## src/rtl/ctrl_pkg.sv

```systemverilog
// Shared definitions for the multi-cycle MIPS control unit: instruction field
// encodings, datapath mux select codes, the FSM state type and the bundle of
// single-bit and select control signals driven by the FSM.
package ctrl_pkg;

  // Opcodes (IR[31:26])
  localparam logic [5:0] OpRtype = 6'b000000;
  localparam logic [5:0] OpJ     = 6'b000010;
  localparam logic [5:0] OpJal   = 6'b000011;
  localparam logic [5:0] OpBeq   = 6'b000100;
  localparam logic [5:0] OpAddi  = 6'b001000;
  localparam logic [5:0] OpLw    = 6'b100011;
  localparam logic [5:0] OpSw    = 6'b101011;

  // R-type funct codes (IR[5:0])
  localparam logic [5:0] FnAdd  = 6'b100000;
  localparam logic [5:0] FnSub  = 6'b100010;
  localparam logic [5:0] FnAnd  = 6'b100100;
  localparam logic [5:0] FnOr   = 6'b100101;
  localparam logic [5:0] FnNor  = 6'b100111;
  localparam logic [5:0] FnSlt  = 6'b101010;
  localparam logic [5:0] FnMult = 6'b011000;
  localparam logic [5:0] FnDiv  = 6'b011010;
  localparam logic [5:0] FnMfhi = 6'b010000;
  localparam logic [5:0] FnMflo = 6'b010010;

  // ALU operations
  localparam logic [2:0] AluAdd  = 3'b000;
  localparam logic [2:0] AluSub  = 3'b001;
  localparam logic [2:0] AluAnd  = 3'b010;
  localparam logic [2:0] AluOr   = 3'b011;
  localparam logic [2:0] AluNor  = 3'b100;
  localparam logic [2:0] AluSlt  = 3'b101;
  localparam logic [2:0] AluMult = 3'b110;
  localparam logic [2:0] AluDiv  = 3'b111;

  // Register file destination select
  localparam logic [1:0] RegDstRt = 2'b00;
  localparam logic [1:0] RegDstRd = 2'b01;
  localparam logic [1:0] RegDstRa = 2'b10;

  // Register file write-data select
  localparam logic [1:0] MemToRegAlu  = 2'b00;
  localparam logic [1:0] MemToRegMdr  = 2'b01;
  localparam logic [1:0] MemToRegPc   = 2'b10;
  localparam logic [1:0] MemToRegHiLo = 2'b11;

  // ALU B operand select
  localparam logic [1:0] SrcBReg   = 2'b00;
  localparam logic [1:0] SrcBFour  = 2'b01;
  localparam logic [1:0] SrcBImm   = 2'b10;
  localparam logic [1:0] SrcBImmSh = 2'b11;

  // Next-PC select
  localparam logic [1:0] PcSrcAlu    = 2'b00;
  localparam logic [1:0] PcSrcAluOut = 2'b01;
  localparam logic [1:0] PcSrcJump   = 2'b10;

  typedef enum logic [3:0] {
    StFetch, StDecode, StMemAdr, StMemRd, StMemWb, StMemWr, StExec,
    StAluWb, StMdWait, StAddiEx, StAddiWb, StBranch, StJump, StJal
  } state_e;

  typedef struct packed {
    logic       ir_write;
    logic       i_or_d;
    logic       mem_read;
    logic       mem_write;
    logic       reg_write;
    logic [1:0] reg_dst;
    logic [1:0] mem_to_reg;
    logic       alu_src_a;
    logic [1:0] alu_src_b;
    logic [1:0] pc_source;
    logic       pc_write;
    logic       pc_write_cond;
    logic       hilo_write;
    logic       hilo_sel;
    logic       md_start;
    logic       md_busy;
    logic       illegal_op;
  } ctrl_t;

endpackage

```

## src/rtl/md_latency_counter.sv

```systemverilog
// Down-counter that times the mult/div unit.
//   clk_i, rst_i   : clock, asynchronous active-high reset (count -> 0)
//   load_i         : load load_value_i (takes priority over enable_i)
//   load_value_i   : remaining cycles minus one
//   enable_i       : decrement while non-zero
//   done_o         : count has reached zero
module md_latency_counter #(
  parameter int unsigned Width = 1
) (
  input  logic             clk_i,
  input  logic             rst_i,
  input  logic             load_i,
  input  logic [Width-1:0] load_value_i,
  input  logic             enable_i,
  output logic             done_o
);

  logic [Width-1:0] cnt_q, cnt_d;

  always_comb begin
    cnt_d = cnt_q;
    if (load_i) begin
      cnt_d = load_value_i;
    end else if (enable_i && (cnt_q != '0)) begin
      cnt_d = cnt_q - 1'b1;
    end
  end

  always_ff @(posedge clk_i or posedge rst_i) begin
    if (rst_i) begin
      cnt_q <= '0;
    end else begin
      cnt_q <= cnt_d;
    end
  end

  assign done_o = (cnt_q == '0);

endmodule

```

## src/rtl/multicycle_control_unit.sv

```systemverilog
// Moore FSM sequencing a multi-cycle MIPS datapath (shared memory, one ALU)
// with timed mult/div, HI/LO writeback and jal link.
//   clk_i, rst_i         : clock, asynchronous active-high reset
//   opcode_i, funct_i    : IR[31:26], IR[5:0]; read only in DECODE onwards
//   zero_i               : ALU zero flag, only feeds pc_en_o
//   pc_en_o              : pc_write | (pc_write_cond & zero)
//   remaining outputs    : datapath mux selects and strobes, all 0 in reset
module multicycle_control_unit
  import ctrl_pkg::*;
#(
  parameter int unsigned MULT_CYCLES = 4,
  parameter int unsigned DIV_CYCLES  = 8,
  parameter int unsigned ALU_CTRL_W  = 3
) (
  input  logic                  clk_i,
  input  logic                  rst_i,
  input  logic [5:0]            opcode_i,
  input  logic [5:0]            funct_i,
  input  logic                  zero_i,
  output logic                  pc_en_o,
  output logic                  ir_write_o,
  output logic                  i_or_d_o,
  output logic                  mem_read_o,
  output logic                  mem_write_o,
  output logic                  reg_write_o,
  output logic [1:0]            reg_dst_o,
  output logic [1:0]            mem_to_reg_o,
  output logic                  alu_src_a_o,
  output logic [1:0]            alu_src_b_o,
  output logic [ALU_CTRL_W-1:0] alu_control_o,
  output logic [1:0]            pc_source_o,
  output logic                  hilo_write_o,
  output logic                  hilo_sel_o,
  output logic                  md_start_o,
  output logic                  md_busy_o,
  output logic                  illegal_op_o
);

  localparam int unsigned MaxCycles = (MULT_CYCLES > DIV_CYCLES) ? MULT_CYCLES : DIV_CYCLES;
  localparam int unsigned CntW      = (MaxCycles > 1) ? $clog2(MaxCycles) : 1;

  state_e          state_q, state_d;
  ctrl_t           ctrl, ctrl_out;
  logic [2:0]      alu_op;
  logic            md_load, md_done;
  logic [CntW-1:0] md_load_value;

  md_latency_counter #(
    .Width(CntW)
  ) u_md_counter (
    .clk_i       (clk_i),
    .rst_i       (rst_i),
    .load_i      (md_load),
    .load_value_i(md_load_value),
    .enable_i    (state_q == StMdWait),
    .done_o      (md_done)
  );

  always_ff @(posedge clk_i or posedge rst_i) begin
    if (rst_i) begin
      state_q <= StFetch;
    end else begin
      state_q <= state_d;
    end
  end

  always_comb begin
    state_d       = state_q;
    ctrl          = '0;
    alu_op        = AluAdd;
    md_load       = 1'b0;
    md_load_value = '0;
    unique case (state_q)
      StFetch: begin
        ctrl.mem_read  = 1'b1;
        ctrl.ir_write  = 1'b1;
        ctrl.alu_src_b = SrcBFour;
        ctrl.pc_write  = 1'b1;
        state_d        = StDecode;
      end
      StDecode: begin
        // Speculative branch target into ALUOut.
        ctrl.alu_src_b = SrcBImmSh;
        case (opcode_i)
          OpLw, OpSw: state_d = StMemAdr;
          OpRtype:    state_d = StExec;
          OpAddi:     state_d = StAddiEx;
          OpBeq:      state_d = StBranch;
          OpJ:        state_d = StJump;
          OpJal:      state_d = StJal;
          default: begin
            ctrl.illegal_op = 1'b1;
            state_d         = StFetch;
          end
        endcase
      end
      StMemAdr: begin
        ctrl.alu_src_a = 1'b1;
        ctrl.alu_src_b = SrcBImm;
        state_d        = (opcode_i == OpLw) ? StMemRd : StMemWr;
      end
      StMemRd: begin
        ctrl.mem_read = 1'b1;
        ctrl.i_or_d   = 1'b1;
        state_d       = StMemWb;
      end
      StMemWb: begin
        ctrl.reg_write  = 1'b1;
        ctrl.reg_dst    = RegDstRt;
        ctrl.mem_to_reg = MemToRegMdr;
        state_d         = StFetch;
      end
      StMemWr: begin
        ctrl.mem_write = 1'b1;
        ctrl.i_or_d    = 1'b1;
        state_d        = StFetch;
      end
      StExec: begin
        ctrl.alu_src_a = 1'b1;
        ctrl.alu_src_b = SrcBReg;
        state_d        = StAluWb;
        case (funct_i)
          FnAdd: alu_op = AluAdd;
          FnSub: alu_op = AluSub;
          FnAnd: alu_op = AluAnd;
          FnOr:  alu_op = AluOr;
          FnNor: alu_op = AluNor;
          FnSlt: alu_op = AluSlt;
          FnMult: begin
            alu_op        = AluMult;
            ctrl.md_start = 1'b1;
            md_load       = 1'b1;
            md_load_value = CntW'(MULT_CYCLES - 1);
            state_d       = StMdWait;
          end
          FnDiv: begin
            alu_op        = AluDiv;
            ctrl.md_start = 1'b1;
            md_load       = 1'b1;
            md_load_value = CntW'(DIV_CYCLES - 1);
            state_d       = StMdWait;
          end
          FnMfhi, FnMflo: state_d = StAluWb;
          default: begin
            ctrl.illegal_op = 1'b1;
            state_d         = StFetch;
          end
        endcase
      end
      StAluWb: begin
        ctrl.reg_write = 1'b1;
        ctrl.reg_dst   = RegDstRd;
        if ((funct_i == FnMfhi) || (funct_i == FnMflo)) begin
          ctrl.mem_to_reg = MemToRegHiLo;
          ctrl.hilo_sel   = (funct_i == FnMflo);
        end
        state_d = StFetch;
      end
      StMdWait: begin
        ctrl.md_busy = 1'b1;
        if (md_done) begin
          ctrl.hilo_write = 1'b1;
          state_d         = StFetch;
        end
      end
      StAddiEx: begin
        ctrl.alu_src_a = 1'b1;
        ctrl.alu_src_b = SrcBImm;
        state_d        = StAddiWb;
      end
      StAddiWb: begin
        ctrl.reg_write  = 1'b1;
        ctrl.reg_dst    = RegDstRt;
        ctrl.mem_to_reg = MemToRegAlu;
        state_d         = StFetch;
      end
      StBranch: begin
        ctrl.alu_src_a     = 1'b1;
        ctrl.alu_src_b     = SrcBReg;
        alu_op             = AluSub;
        ctrl.pc_write_cond = 1'b1;
        ctrl.pc_source     = PcSrcAluOut;
        state_d            = StFetch;
      end
      StJump: begin
        ctrl.pc_write  = 1'b1;
        ctrl.pc_source = PcSrcJump;
        state_d        = StFetch;
      end
      StJal: begin
        // PC already holds PC+4 here, so it is the link value.
        ctrl.pc_write   = 1'b1;
        ctrl.pc_source  = PcSrcJump;
        ctrl.reg_write  = 1'b1;
        ctrl.reg_dst    = RegDstRa;
        ctrl.mem_to_reg = MemToRegPc;
        state_d         = StFetch;
      end
      default: state_d = StFetch;
    endcase
  end

  // Reset forces every output low immediately, independent of the clock.
  assign ctrl_out      = rst_i ? '0 : ctrl;
  assign alu_control_o = rst_i ? '0 : ALU_CTRL_W'(alu_op);

  assign pc_en_o      = ctrl_out.pc_write | (ctrl_out.pc_write_cond & zero_i);
  assign ir_write_o   = ctrl_out.ir_write;
  assign i_or_d_o     = ctrl_out.i_or_d;
  assign mem_read_o   = ctrl_out.mem_read;
  assign mem_write_o  = ctrl_out.mem_write;
  assign reg_write_o  = ctrl_out.reg_write;
  assign reg_dst_o    = ctrl_out.reg_dst;
  assign mem_to_reg_o = ctrl_out.mem_to_reg;
  assign alu_src_a_o  = ctrl_out.alu_src_a;
  assign alu_src_b_o  = ctrl_out.alu_src_b;
  assign pc_source_o  = ctrl_out.pc_source;
  assign hilo_write_o = ctrl_out.hilo_write;
  assign hilo_sel_o   = ctrl_out.hilo_sel;
  assign md_start_o   = ctrl_out.md_start;
  assign md_busy_o    = ctrl_out.md_busy;
  assign illegal_op_o = ctrl_out.illegal_op;

endmodule

```

## config.mk

```make
export PLATFORM = sky130hd
export DESIGN_NAME = multicycle_control_unit
export DESIGN_NICKNAME = d
export VERILOG_FILES = /design/src/rtl/ctrl_pkg.sv /design/src/rtl/md_latency_counter.sv /design/src/rtl/multicycle_control_unit.sv
export SDC_FILE = /design/constraint.sdc
export NUM_CORES = 1
export LEC_CHECK = 0
export ABC_AREA = 1
export BUFFER_PORTS_ARGS = -buffer_cell sky130_fd_sc_hd__buf_2
export CAP_MARGIN = 30
export CORE_MARGIN = 2
export CORE_UTILIZATION = 47
export DETAILED_ROUTE_END_ITERATION = 10
export HOLD_SLACK_MARGIN = 0.15
export PLACE_DENSITY = 0.77
export SYNTH_ARGS = -nofsm -noshare
export SYNTH_HDL_FRONTEND = slang
export SYNTH_SLANG_ARGS = --single-unit
```

## constraint.sdc

```tcl
create_clock -name clk_i -period 2.2 [get_ports clk_i]
set_clock_uncertainty 0.2 [all_clocks]
set_input_delay 0.11 -clock clk_i [delete_from_list [all_inputs] [get_ports clk_i]]
set_output_delay 0.11 -clock clk_i [all_outputs]
set_load 0.005 [all_outputs]
```

==> results.md <==
Run status:
- The flow ran to the end, and the final reports show no timing, DRC or antenna violations.

Placed design:
- Including well taps, the total number of placed cells is approximately 220.
- Routability-driven placement finished with a final weighted congestion of 0.913.
- In this run the tool buffered the top-level ports with 37 buffer cells.
- Detailed placement finished with a half-perimeter wire length of 2040 um.
- Timing analysis after detailed placement gives a worst setup slack of roughly 0.56 ns.

Synthesis:
- Counting instances in the post-synthesis netlist gives the leading cell types as 33 x sky130_fd_sc_hd__nor2_1, 29 x sky130_fd_sc_hd__inv_1, 25 x sky130_fd_sc_hd__nand2_1.
- The number of enable flip-flop cells after synthesis is 0.
- Ranked by total cell area, the synthesized netlist is headed by sky130_fd_sc_hd__dfrtp_1 19%, sky130_fd_sc_hd__nor2_1 14%, sky130_fd_sc_hd__inv_1 12%, sky130_fd_sc_hd__nand2_1 10%, sky130_fd_sc_hd__nand3_1 7.8%.
- The synthesized netlist occupies a cell area of roughly 900 sq um.
- The yosys synthesis warning count is 0.
- The sequential element share of the synthesized area is 19.4%.
- The most frequent cell after synthesis is sky130_fd_sc_hd__nor2_1.
- In this run, synthesis produced a sequential element count of 7.
- The area share of the largest cell type after synthesis is between 10% and 20%.
- Counting every net in the synthesized netlist gives between 150 and 200.
- The most area-hungry cell type in the Yosys netlist is sky130_fd_sc_hd__dfrtp_1.
- The number of standard cells after synthesis is approximately 160.
- After synthesis, the share of flip-flops with an asynchronous set or reset is 100%.
- The unique cell type count in the Yosys netlist is 27.
- The most used flip-flop cell after synthesis is sky130_fd_sc_hd__dfrtp_1.
- The average cell area after synthesis is ~5.7 sq um.

Power and ir drop:
- Net switching is about half of the power.
- The analysis attributes to cell leakage a power of 0.693 nW.
- The clock network accounts for between 10% and 20% of the total power.
- Per report_power, the combinational group accounts for ~62% of the total.
- For this design the total switching power over the nets is 0.485 mW.
- Across the VDD grid, the largest voltage drop is 0.449 mV.
- The cell area power density is approximately 790 mW/mm^2.
- The internal portion of the total power is ~0.48 mW.
- Summing internal, switching and leakage power gives 0.969 mW.
- Sequential cells burn 25.3% of the power.

Timing:
- The final number of setup-violating endpoints is 0.
- At the pin with the least slew margin, the transition time is ~0.38 ns.
- The post-layout worst setup margin is roughly 0.085 ns.
- The number of max-slew violations in the final report is 0.
- The worst pin sits at a relative slew slack of 75.0%.
- The shortest period the worst path allows is roughly 2.1 ns.
- Hold timing on the final database bottoms out at a slack of approximately 0.16 ns.
- The number of hold violations in the final report is 0.
- The fraction of the cycle the final worst path needs is between 90% and 100%.
- Static timing analysis puts the maximum clock frequency at roughly 470 MHz.

Routing:
- Wires add up to 2720 um.
- The detailed-routing iteration count for the pre-antenna-repair pass is 4.
- The detailed-route DRC error count is 0.
- The count of nets left with antenna violations once routing finished came out at 0.
- The average via count per standard cell is ~5.1.
- The total number of vias is approximately 1200.
- The per-cell routed wire length is between 10 and 15 um.
- The number of DRC markers after the initial detailed-route iteration is 33.

Die:
- The x dimension of the die is 47.8 um.
- After floorplanning, the core was sized to cover between 0.0015 and 0.002 sq mm.
- After floorplanning, the core was divided into 15 placement rows.
- The number of top-level pins is 38.
- The die covers 0.00229 sq mm.
- The starting density of the core is 51.2%.
- From bottom edge to top edge, the die measures 47.8 um.

Finish:
- In the final layout, the multi-input gates occupy around 590 sq um.
- After filler insertion, the fill cell instance count of the layout stands at between 150 and 200.
- The number of non-filler instances in the completed layout is ~230.
- Registers take between 150 and 200 sq um.
- Of the cells placed in the final design, the portion with a size suffix greater than 1 is 30.4%.
- The final cell utilization of the core is 69.8%.
- After the last flow step, the layout net total stands at around 230.
- Compared with the post-synthesis result, the final layout area differs by 36.3%.
- The antenna diode count is 0.

Min path:
- The class of the most critical hold timing path is in2reg.

Run:
- The number of maximum-capacitance constraint violations is 0.

Clock network:
- In this run the number of H-tree levels came out at 1.
- The worst-skew pair later-pin latency is 0.27 ns.
- The buffer type at the clock tree root is sky130_fd_sc_hd__clkbuf_4.
- No sink is reached through more buffers than the 2 on the longest clock path.
- The number of buffers added for setup after CTS is 0.
- The clock net in this run drives a total of 7 sinks.
- The number of CTS-inserted buffers is 3.
- The CTS clock-pin slew for the worst setup and hold paths is around 0.060 ns.
- TritonCTS built the clock tree.

GRT:
- Global routing consumed, over all layers together, between 20% and 30% of the routing resources.
- The first-pass GRT wire length is ~4300 um.
- The number of global-route vias before repair was between 1000 and 1500.
- Summed over all layers, the global routing overflow is 0.
- Entering global routing, the biggest net connects 21 pins.
- The initial antenna violation count is 0.

Setup path:
- The kind of start point of the critical path is a primary input.
- The critical path data arrival time is approximately 2 ns.
- Of all nets on the critical path, the largest fanout is 4.
- The type of the setup path with the least slack is in2reg.
- The worst setup path is captured at a flop.
- For the worst setup path, the data required time is 2.14 ns.
repair_timing:
action / CTS / global route
setup endpoints to repair: 0 / 1
gates resized for setup: 0 / 1
hold buffers: 9 / 0
endpoints found under the hold margin: 12 / 0
through the flow:
| stage | setup TNS [ns] | instance area (sq um) |
|---|---|---|
| after global placement | 0 | 1110 |
| after global routing | -0.000310 | 1230 |
| after CTS | 0 | 1230 |
| after detailed placement | 0 | 1110 |
| after floorplan | 0 | 903 |
| final | 0 | 1230 |
power by group through the flow:
stage	clock, mW	combinational, mW	sequential, mW
3_5_place_dp	0	0.581	0.247
3_3_place_gp	0	0.569	0.241
6_report	0.121	0.603	0.245
4_1_cts	0.123	0.596	0.244
5_1_grt	0.130	0.684	0.252
2_1_floorplan	0	0.421	0.234
metal layers:
| metal | GRT usage, % | share of wire [%] | vias to the layer above |
|---|---|---|---|
| met5 | 0 | 0 | - |
| met4 | 13.5 | 3.9 | 0 |
| met2 | 47.2 | 49 | 53 |
| li1 | - | - | 599 |
| met3 | 1.89 | 5.3 | 13 |
| met1 | 31.4 | 41 | 521 |
worst max-delay path, stage by stage:
cell and delay, ns:
sky130_fd_sc_hd__dlygate4sd3_1 0.53, sky130_fd_sc_hd__buf_2 0.15, sky130_fd_sc_hd__nor2_2 0.20, sky130_fd_sc_hd__nand4_1 0.16, sky130_fd_sc_hd__dlygate4sd3_1 0.60, sky130_fd_sc_hd__a22oi_1 0.19
sky130_fd_sc_hd__nand3_1 0.11
cell families after synthesis:
kind of cell / synth area share, %
simple gates: 49.0
buf+inv: 15.5
compound gates: 13.3
flops: 19.4
fa+ha+maj: 2.77
final timing paths:
| check | start | end | slack [ns] | cells after the start |
|---|---|---|---|---|
| max in group asynchronous | rst_i | u_md_counter.cnt_q[1] | 1.27 | 3 |
| setup / recovery | opcode_i[3] | state_q[2] | 0.09 | 7 |
| min in group asynchronous | rst_i | state_q[0] | 0.31 | 3 |
| setup reg to reg | u_md_counter.cnt_q[0] | u_md_counter.cnt_q[1] | 0.55 | 7 |
| hold reg to reg | u_md_counter.cnt_q[0] | u_md_counter.cnt_q[0] | 0.30 | 2 |
| hold / removal | funct_i[4] | state_q[0] | 0.16 | 6 |
final cells by class:
cell class / count / share of cell area [%]
inverter: 35 / 10.7
multi-input combinational: 115 / 48.0
timing repair buffer: 46 / 22.4
clock inverter: 1 / 0.407
sequential: 7 / 14.2
clock buffer: 3 / 1.83
tap: 25 / 2.54
sequential cells by signal, indices dropped and copies added (netlist names):
register / flops
u_md_counter.cnt_q: 3
state_q: 4
cell usage in the layout (no fill, tap or decap):
cell type                       instances
sky130_fd_sc_hd__o21ai_0                2
sky130_fd_sc_hd__nor3_1                 4
sky130_fd_sc_hd__nor2_4                 1
sky130_fd_sc_hd__dfrtp_1                7
sky130_fd_sc_hd__o211ai_1               1
sky130_fd_sc_hd__inv_2                  5
sky130_fd_sc_hd__a22oi_1                1
sky130_fd_sc_hd__buf_2                 37
sky130_fd_sc_hd__a21oi_2                2
sky130_fd_sc_hd__nand3_1               14
sky130_fd_sc_hd__dlygate4sd3_1          9
sky130_fd_sc_hd__inv_1                 29
sky130_fd_sc_hd__a211o_1                1
sky130_fd_sc_hd__o21bai_1               1
sky130_fd_sc_hd__o221ai_2               1
sky130_fd_sc_hd__nand2_1               25
sky130_fd_sc_hd__o21ai_1                2
sky130_fd_sc_hd__clkinv_1               1
sky130_fd_sc_hd__nand3_2                1
sky130_fd_sc_hd__a21oi_1                6
sky130_fd_sc_hd__nor3_2                 2
sky130_fd_sc_hd__a31oi_1                1
sky130_fd_sc_hd__clkinv_2               1
sky130_fd_sc_hd__clkbuf_4               3
sky130_fd_sc_hd__nand2_2                5
sky130_fd_sc_hd__nand4_1                6
sky130_fd_sc_hd__nor2_2                 5
sky130_fd_sc_hd__nor2_1                32
sky130_fd_sc_hd__ha_1                   2
(Power assumes the default switching activity.)
